File: src/rtl/fetch_unit.sv
// rtl/fetch_unit.sv - instruction fetch unit with prefetch FIFO and branch redirect
module fetch_unit #(
  parameter logic [31:0] RESET_PC = 32'h0000_0000,
  parameter int          DEPTH    = 2
) (
  input  logic        clk,
  input  logic        reset,
  output logic        imem_req,
  output logic [31:0] imem_addr,
  input  logic        imem_ack,
  input  logic [31:0] imem_rdata,
  output logic        instr_valid,
  output logic [31:0] instr,
  output logic [31:0] instr_pc,
  input  logic        instr_ready,
  input  logic        redirect,
  input  logic [31:0] redirect_pc
);

  localparam int PW = $clog2(DEPTH);
  localparam int CW = $clog2(DEPTH + 1);
  localparam logic [PW-1:0] LAST_PTR = PW'(DEPTH - 1);
  localparam logic [CW-1:0] FULL_CNT = CW'(DEPTH);
  localparam logic [31:0]   START_PC = {RESET_PC[31:2], 2'b00};

  // IDLE: nothing outstanding; BUSY: request outstanding; DRAIN: outstanding, result discarded
  typedef enum logic [1:0] {
    IDLE  = 2'd0,
    BUSY  = 2'd1,
    DRAIN = 2'd2
  } state_t;

  state_t        state;
  logic [31:0]   fpc;
  logic [CW-1:0] count;
  logic [PW-1:0] rd_ptr;
  logic [PW-1:0] wr_ptr;
  logic [31:0]   instr_mem [DEPTH];
  logic [31:0]   pc_mem    [DEPTH];

  logic          done;
  logic          push;
  logic          pop;
  logic          slot_free;
  logic          issue;
  logic [31:0]   target;
  logic [31:0]   fpc_next;
  logic [CW-1:0] count_next;
  logic          unused_redirect_bits;

  // The low target bits are dropped: fetch addresses are always word aligned
  assign unused_redirect_bits = ^redirect_pc[1:0];

  assign instr_valid = (count != '0);
  assign instr       = instr_mem[rd_ptr];
  assign instr_pc    = pc_mem[rd_ptr];

  function automatic logic [PW-1:0] ptr_inc(input logic [PW-1:0] p);
    return (p == LAST_PTR) ? '0 : p + PW'(1);
  endfunction

  // Per-edge decisions: completion, push/pop, next occupancy and whether a new request may start
  always_comb begin
    done       = imem_req & imem_ack;
    push       = done & (state == BUSY) & ~redirect;
    pop        = instr_valid & instr_ready;
    target     = {redirect_pc[31:2], 2'b00};
    count_next = '0;
    if (!redirect) begin
      count_next = count + CW'(push) - CW'(pop);
    end
    fpc_next = fpc;
    if (redirect) begin
      fpc_next = target;
    end else if (push) begin
      fpc_next = fpc + 32'd4;
    end
    // After a completion (or when idle) nothing is outstanding, so only buffer space matters
    slot_free = (state == IDLE) | done;
    issue     = slot_free & (count_next < FULL_CNT);
  end

  // Request FSM with registered imem_req/imem_addr and the fetch PC
  always_ff @(posedge clk or negedge reset) begin
    if (!reset) begin
      state     <= IDLE;
      imem_req  <= 1'b0;
      imem_addr <= START_PC;
      fpc       <= START_PC;
      count     <= '0;
    end else begin
      fpc   <= fpc_next;
      count <= count_next;
      if (slot_free) begin
        if (issue) begin
          state     <= BUSY;
          imem_req  <= 1'b1;
          imem_addr <= fpc_next;
        end else begin
          state    <= IDLE;
          imem_req <= 1'b0;
        end
      end else if (redirect) begin
        // Keep the in-flight request alive but mark its data for discard
        state <= DRAIN;
      end
    end
  end

  // Prefetch FIFO storage and pointers; a redirect empties it
  always_ff @(posedge clk or negedge reset) begin
    if (!reset) begin
      rd_ptr <= '0;
      wr_ptr <= '0;
      for (int i = 0; i < DEPTH; i++) begin
        instr_mem[i] <= '0;
        pc_mem[i]    <= '0;
      end
    end else if (redirect) begin
      rd_ptr <= '0;
      wr_ptr <= '0;
    end else begin
      if (push) begin
        instr_mem[wr_ptr] <= imem_rdata;
        pc_mem[wr_ptr]    <= imem_addr;
        wr_ptr            <= ptr_inc(wr_ptr);
      end
      if (pop) begin
        rd_ptr <= ptr_inc(rd_ptr);
      end
    end
  end

endmodule

File: config.mk
export PLATFORM = sky130hd
export DESIGN_NAME = fetch_unit
export DESIGN_NICKNAME = d
export VERILOG_FILES = /design/src/rtl/fetch_unit.sv
export SDC_FILE = /design/constraint.sdc
export NUM_CORES = 1
export LEC_CHECK = 0
export CAP_MARGIN = 25
export CORE_MARGIN = 2
export CORE_UTILIZATION = 53
export CTS_CLUSTER_SIZE = 16
export DETAILED_ROUTE_END_ITERATION = 16
export PLACE_DENSITY = 0.91
export SETUP_SLACK_MARGIN = 0.3
export SYNTH_ARGS = -nofsm -noshare
export SYNTH_HDL_FRONTEND = slang
export SYNTH_SLANG_ARGS = --single-unit
export TNS_END_PERCENT = 30
File: constraint.sdc
create_clock -name clk -period 4.2 [get_ports clk]
set_clock_uncertainty 0.2 [all_clocks]
set_input_delay 0.63 -clock clk [delete_from_list [all_inputs] [get_ports clk]]
set_output_delay 0.63 -clock clk [all_outputs]
set_load 0.02 [all_outputs]
## Yosys cells after proc, flatten, opt, wreduce, memory -nomap -nowiden

Index checks and enable logic that the tools add are counted.

- Bits in read-only memories: 0
- Bits in latches: 0
- Register bits: 199
- Bits in writable memories: 0
- Bits of input ports: 69
- Output and inout bits: 98
- Memories: 0

- $lt $le $gt $ge: 4
- Bitwise operators: 9
- Multiply operators: 0
- Multiplexer cells: 23
- Equality and inequality tests: 1
- Reduce and logical (&&, ||, !) cells: 8
- Div/mod/pow operators: 0
- Shift operators: 0
- Add/subtract/negate cells: 5

Operator list:

| cell | count |
|---|---|
| $mux 32 | 9 |
| $bwmux 64 | 2 |
| $add 32x3->32 const B | 1 |
| $demux 32 s1 | 1 |
| $mux 1 | 8 |
| $reduce_bool 2->1 | 4 |
| $mux 2 | 3 |
| $and 1x1->1 | 5 |
| $ge 2x2->1 const B | 2 |
| $not 1->2 | 2 |
| $reduce_and 2->1 | 2 |
| $add 1x1->1 const B | 2 |
| $add 2x1->2 | 1 |
| $eq 2x1->1 const B | 1 |
| $logic_not 2->1 | 1 |
| $lt 2x1->1 const B | 1 |
| $lt 2x2->1 const B | 1 |
| $sub 2x1->2 | 1 |
| $logic_and 1x1->1 | 1 |
| $not 1->1 | 1 |
| $or 1x1->1 | 1 |

## Logic depth before layout (Yosys ltp)

- Depth in word-level cells: 10
- Gate-level depth with buffers: 12

## Least setup slack after synthesis

OpenSTA, ideal clock, no wires.

- Path type: input-to-reg
- Start point: input redirect
- End point: register imem_addr[10]
- Setup time: 0.125 ns
- Path buffers: 1
- Path slack: 1.026 ns
- Stages: 10
- Arrival time: 2.849 ns
- Cell sequence: or2b_1 > nor2_1 > inv_1 > ha_1 > inv_1 > ha_1 > xnor3_1 > o22ai_2 > clkbuf_1 > mux2_2

- Word-level cells in the longest chain between the ends: 8
- Elaborated cells between the ends (all ways): 10

Ends and longest elaborated chain:

| item | RTL line | text |
|---|---|---|
| from (decl) | 16 | `input logic redirect,` |
| $not 1->1 (no source line) | -- |  |
| $and 1x1->1 | 65 | `push = done & (state == BUSY) & ~redirect;` |
| $add 2x1->2 | 70 | `count_next = count + CW'(push) - CW'(pop);` |
| $sub 2x1->2 | 70 |  |
| $mux 2 | 69 | `if (!redirect) begin` |
| $lt 2x2->1 | 80 | `issue = slot_free & (count_next < FULL_CNT);` |
| $and 1x1->1 | 80 |  |
| $reduce_and 2->1 (no source line) | -- |  |
| to (signal assigned) | 98 | `imem_addr <= fpc_next;` |
| to (decl) | 9 | `output logic [31:0] imem_addr,` |

Parallel ways exist; a longest one is shown, timed or not.
A chain may end at the register's enable or synchronous reset.

## Worst setup path after layout

- Start point: input imem_ack
- End point: register imem_addr[28]

- Word-level cells in the longest chain between the ends: 9
- Elaborated cells between the ends (all ways): 12

Ends and longest elaborated chain:

| item | RTL line | text |
|---|---|---|
| from (decl) | 10 | `input logic imem_ack,` |
| $and 1x1->1 * | 64 | `done = imem_req & imem_ack;` |
| $and 1x1->1 (2 in series) | 65 |  |
| $add 2x1->2 | 70 |  |
| $sub 2x1->2 | 70 |  |
| $mux 2 | 69 |  |
| $lt 2x2->1 | 80 |  |
| $and 1x1->1 | 80 |  |
| $reduce_and 2->1 (no source line) | -- |  |

Every way passes the cells marked *; elsewhere a longest branch is shown, timed or not.

==> impl_metrics.py <==
metrics = {
    "synthesis": {
        "avgSynthCellArea_um2": 13.0,
        "ys_async_sr_fraction": 1.00,
        "ys_seq_elements": 199,
        "ys_seq_area_frac": 0.553,
        "synth_edf_count": 0,
        "syn_area_um2": 9010,
        "synth_cells": 692,
        "ys_types": 46,
        "synthesis.nets": 764,
        "ys_warn_count": 0,
        "synth_flop_cell": "dfrtp_1",
    },
    "floorplanning": {
        "die_area_um2": 18100,
        "die-height_um": 134,
        "ios": 167,
        "coreArea_um2": 16600,
        "num_rows": 47,
        "die_w_um": 134,
        "start_util": 0.543,
    },
    "timing": {
        "fmax_mhz": 295,
        "setup_tns_ns": 0,
        "hold_viol": 0,
        "holdWs_ns": 0.0926,
        "min_period_ns": 3.39,
        "rsz0062_at_grt": "no",
        "timing_max_transition_violations_final": 0,
        "setup_viol": 0,
        "post-route-period-util": 0.806,
        "slew-limit-headroom": 0.380,
        "tightest_slew_ns": 0.929,
    },
    "setup_path": {
        "cp_slowest_stage_delay_ns": 0.49,
        "start_kind": "input pin",
        "slowest_stage": "clkdlybuf4s50_1",
        "critPathKind": "in2reg",
        "cp_data_arrival_time_ns": 3.49,
        "critPathMaxFanout": 36,
        "endpoint_kind": "register",
        "worstPathRequired_ns": 4.30,
        "worstPathCellList": "clkdlybuf4s50_1 > nand3b_1 > nor2_1 > inv_1 > ha_1 > inv_1 > ha_1 > xnor3_1 > o22ai_4 > buf_12 > nor4bb_1 > or3_1",
    },
    "grt": {
        "busiest_layer": "met2",
        "grt-ovfl-total": 0,
        "antenna_found_initial": 1,
        "globalRouteMet2Util": 0.379,
        "grt_use_total": 0.226,
        "grt_pass1_wl_um": 32300,
        "grt_max_degree": 107,
        "grt_use_met3": 0.0556,
        "first_global_vias": 6301,
        "grt_use_met1": 0.294,
    },
    "cts": {
        "cts_root_buf": "clkbuf_16",
        "clock_path_buffers": 2,
        "cts_setup_buffers": 0,
        "cts-buffers-inserted": 17,
        "htree_levels": 4,
        "cts_tree": "built",
        "ctsResizeCount": 0,
        "cts_num_sinks": 199,
        "clk_latency_ns": 0.43,
        "cts_hold_buf": 0,
        "clkTransAtPathRegs_ns": 0.08,
    },
    "placement": {
        "port-buffer-count": 164,
        "gp_congestion": 0.820,
        "post-dp-hpwl_um": 12700,
    },
    "finish": {
        "nFillCells": 1180,
        "area_delta_synth_final_pct": 28.1,
        "most-common-layout-cells": "214 x mux2_2, 198 x dfrtp_1, 162 x clkdlybuf4s50_1, 38 x nand2_1, 23 x o21ai_0",
        "final_common_cell": "mux2_2",
        "layout-drive-gt1-share": 0.313,
        "diodes": 0,
        "layout.nets": 922,
    },
    "outcome": {
        "status": "complete, no violations",
    },
    "min_path": {
        "hp-class": "in2async",
    },
    "route": {
        "drc_errors": 0,
        "final_antenna_net_count": 0,
        "vias": 5960,
        "drt_iter0_markers": 239,
        "wirelength_um": 19700,
        "wl_per_cell_um": 18.2,
        "via_per_inst": 5.50,
        "firstDrtPassIters": 4,
    },
    "power": {
        "p_leak_nw": 4.98,
        "power.density_nw_per_um2": 740,
        "ir_drop_uv": 446,
        "p_total_w": 0.00854,
    },
    "flow_run": {
        "drv_cap": 0,
    },
}
==> cell families (layout without fill, tap and decap cells) <==
family / after synthesis / after routing / share of synthesized area
buffers and inverters: 50 / 221 / 0.0215
adder cells (fa/ha/maj): 3 / 3 / 0.00417
multiplexers: 220 / 220 / 0.274
AO/OA/AOI/OAI: 51 / 51 / 0.0368
AND/OR/NAND/NOR: 147 / 147 / 0.0878
flip-flops: 199 / 199 / 0.553
XOR/XNOR: 22 / 22 / 0.0229
==> power breakdown <==
group	total, W	switching, W	internal (W)	leakage [nW]
sequential	0.00314	0.000485	0.00265	2.48
clock	0.00166	0.000749	0.000911	0.293
combinational	0.00374	0.00169	0.00205	2.21
total	0.00854	0.00293	0.00561	4.98
==> registers in the layout, indices dropped and copies added, names as in the netlist <==
signal / cells
count: 2
fpc: 32
imem_addr: 32
imem_req: 1
instr_mem: 64
pc_mem: 64
rd_ptr: 1
state: 2
wr_ptr: 1
==> per-layer routing <==
layer | up-vias | share of wire
met5 | - | 0.00051
met4 | 2 | 0.012
met3 | 21 | 0.061
met2 | 170 | 0.48
met1 | 2968 | 0.45
li1 | 2799 | -
==> final cells by class <==
class                   count  area [um2]  area share
inverters                  13        48.8     0.00423
repair buffers            176        1770       0.153
clock inverters            14         163      0.0141
clock buffers              18         439      0.0381
multi-input cells         443        3860       0.335
flip-flops and latches    199        4980       0.432
well taps                 220         275      0.0239
==> cells in the mapped netlist (6+ instances only) <==
| cell type | count | area, um2 |
|---|---|---|
| nand2_1 | 39 | 146 |
| nor2_1 | 23 | 86.3 |
| nand3_1 | 9 | 45.0 |
| nor2b_1 | 6 | 37.5 |
| o31a_1 | 6 | 52.6 |
| mux2i_1 | 6 | 60.1 |
| xnor2_1 | 15 | 131 |
| nor4_1 | 12 | 75.1 |
| dfrtp_1 | 199 | 4980 |
| a21oi_1 | 7 | 35.0 |
| inv_1 | 13 | 48.8 |
| nor3_1 | 9 | 45.0 |
| mux2_2 | 214 | 2410 |
| nand4_1 | 12 | 75.1 |
| xor2_1 | 6 | 52.6 |
| clkbuf_1 | 31 | 116 |
| o21ai_0 | 23 | 115 |
==> stage by stage <==
step | utilization | cell area, um2 | setup slack [ns] | cells
final | 0.696 | 11500 | 0.814 | 1083
after global routing | 0.696 | 11500 | 0.651 | 1083
after CTS | 0.696 | 11500 | 0.828 | 1083
after detailed placement | 0.660 | 10900 | 0.393 | 1051
after global placement | 0.660 | 10900 | 0.469 | 1051
after floorplan | - | 9010 | 1.03 | 692
==> worst paths after layout <==
path | start | endpoint | slack, ns | cells past startpoint
worst max-delay path | imem_ack | imem_addr[28]$_DFFE_PN0P_ | 0.81 | 12
worst min-delay path | reset | instr_mem[28]$_DFFE_PN0P_ | 0.09 | 1
worst max register to register | state[0]$_DFFE_PN0P_ | imem_addr[28]$_DFFE_PN0P_ | 0.94 | 11
worst min register to register | pc_mem[27]$_DFFE_PN0P_ | pc_mem[27]$_DFFE_PN0P_ | 0.30 | 1
max in group asynchronous | reset | instr_mem[16]$_DFFE_PN0P_ | 2.78 | 2
min in group clk | pc_mem[27]$_DFFE_PN0P_ | pc_mem[27]$_DFFE_PN0P_ | 0.30 | 1
==> worst max-delay path: cells and delay by family <==
| kind | cells | cell delay, ns |
|---|---|---|
| adders and majority gates | 2 | 0.48 |
| and+or+nand+nor | 4 | 0.86 |
| buffers and inverters | 4 | 0.89 |
| xor gates and xnor gates | 1 | 0.40 |
| AOI/OAI and AO/OA | 1 | 0.21 |
No activity file was read; power rests on OpenSTA's default activity.
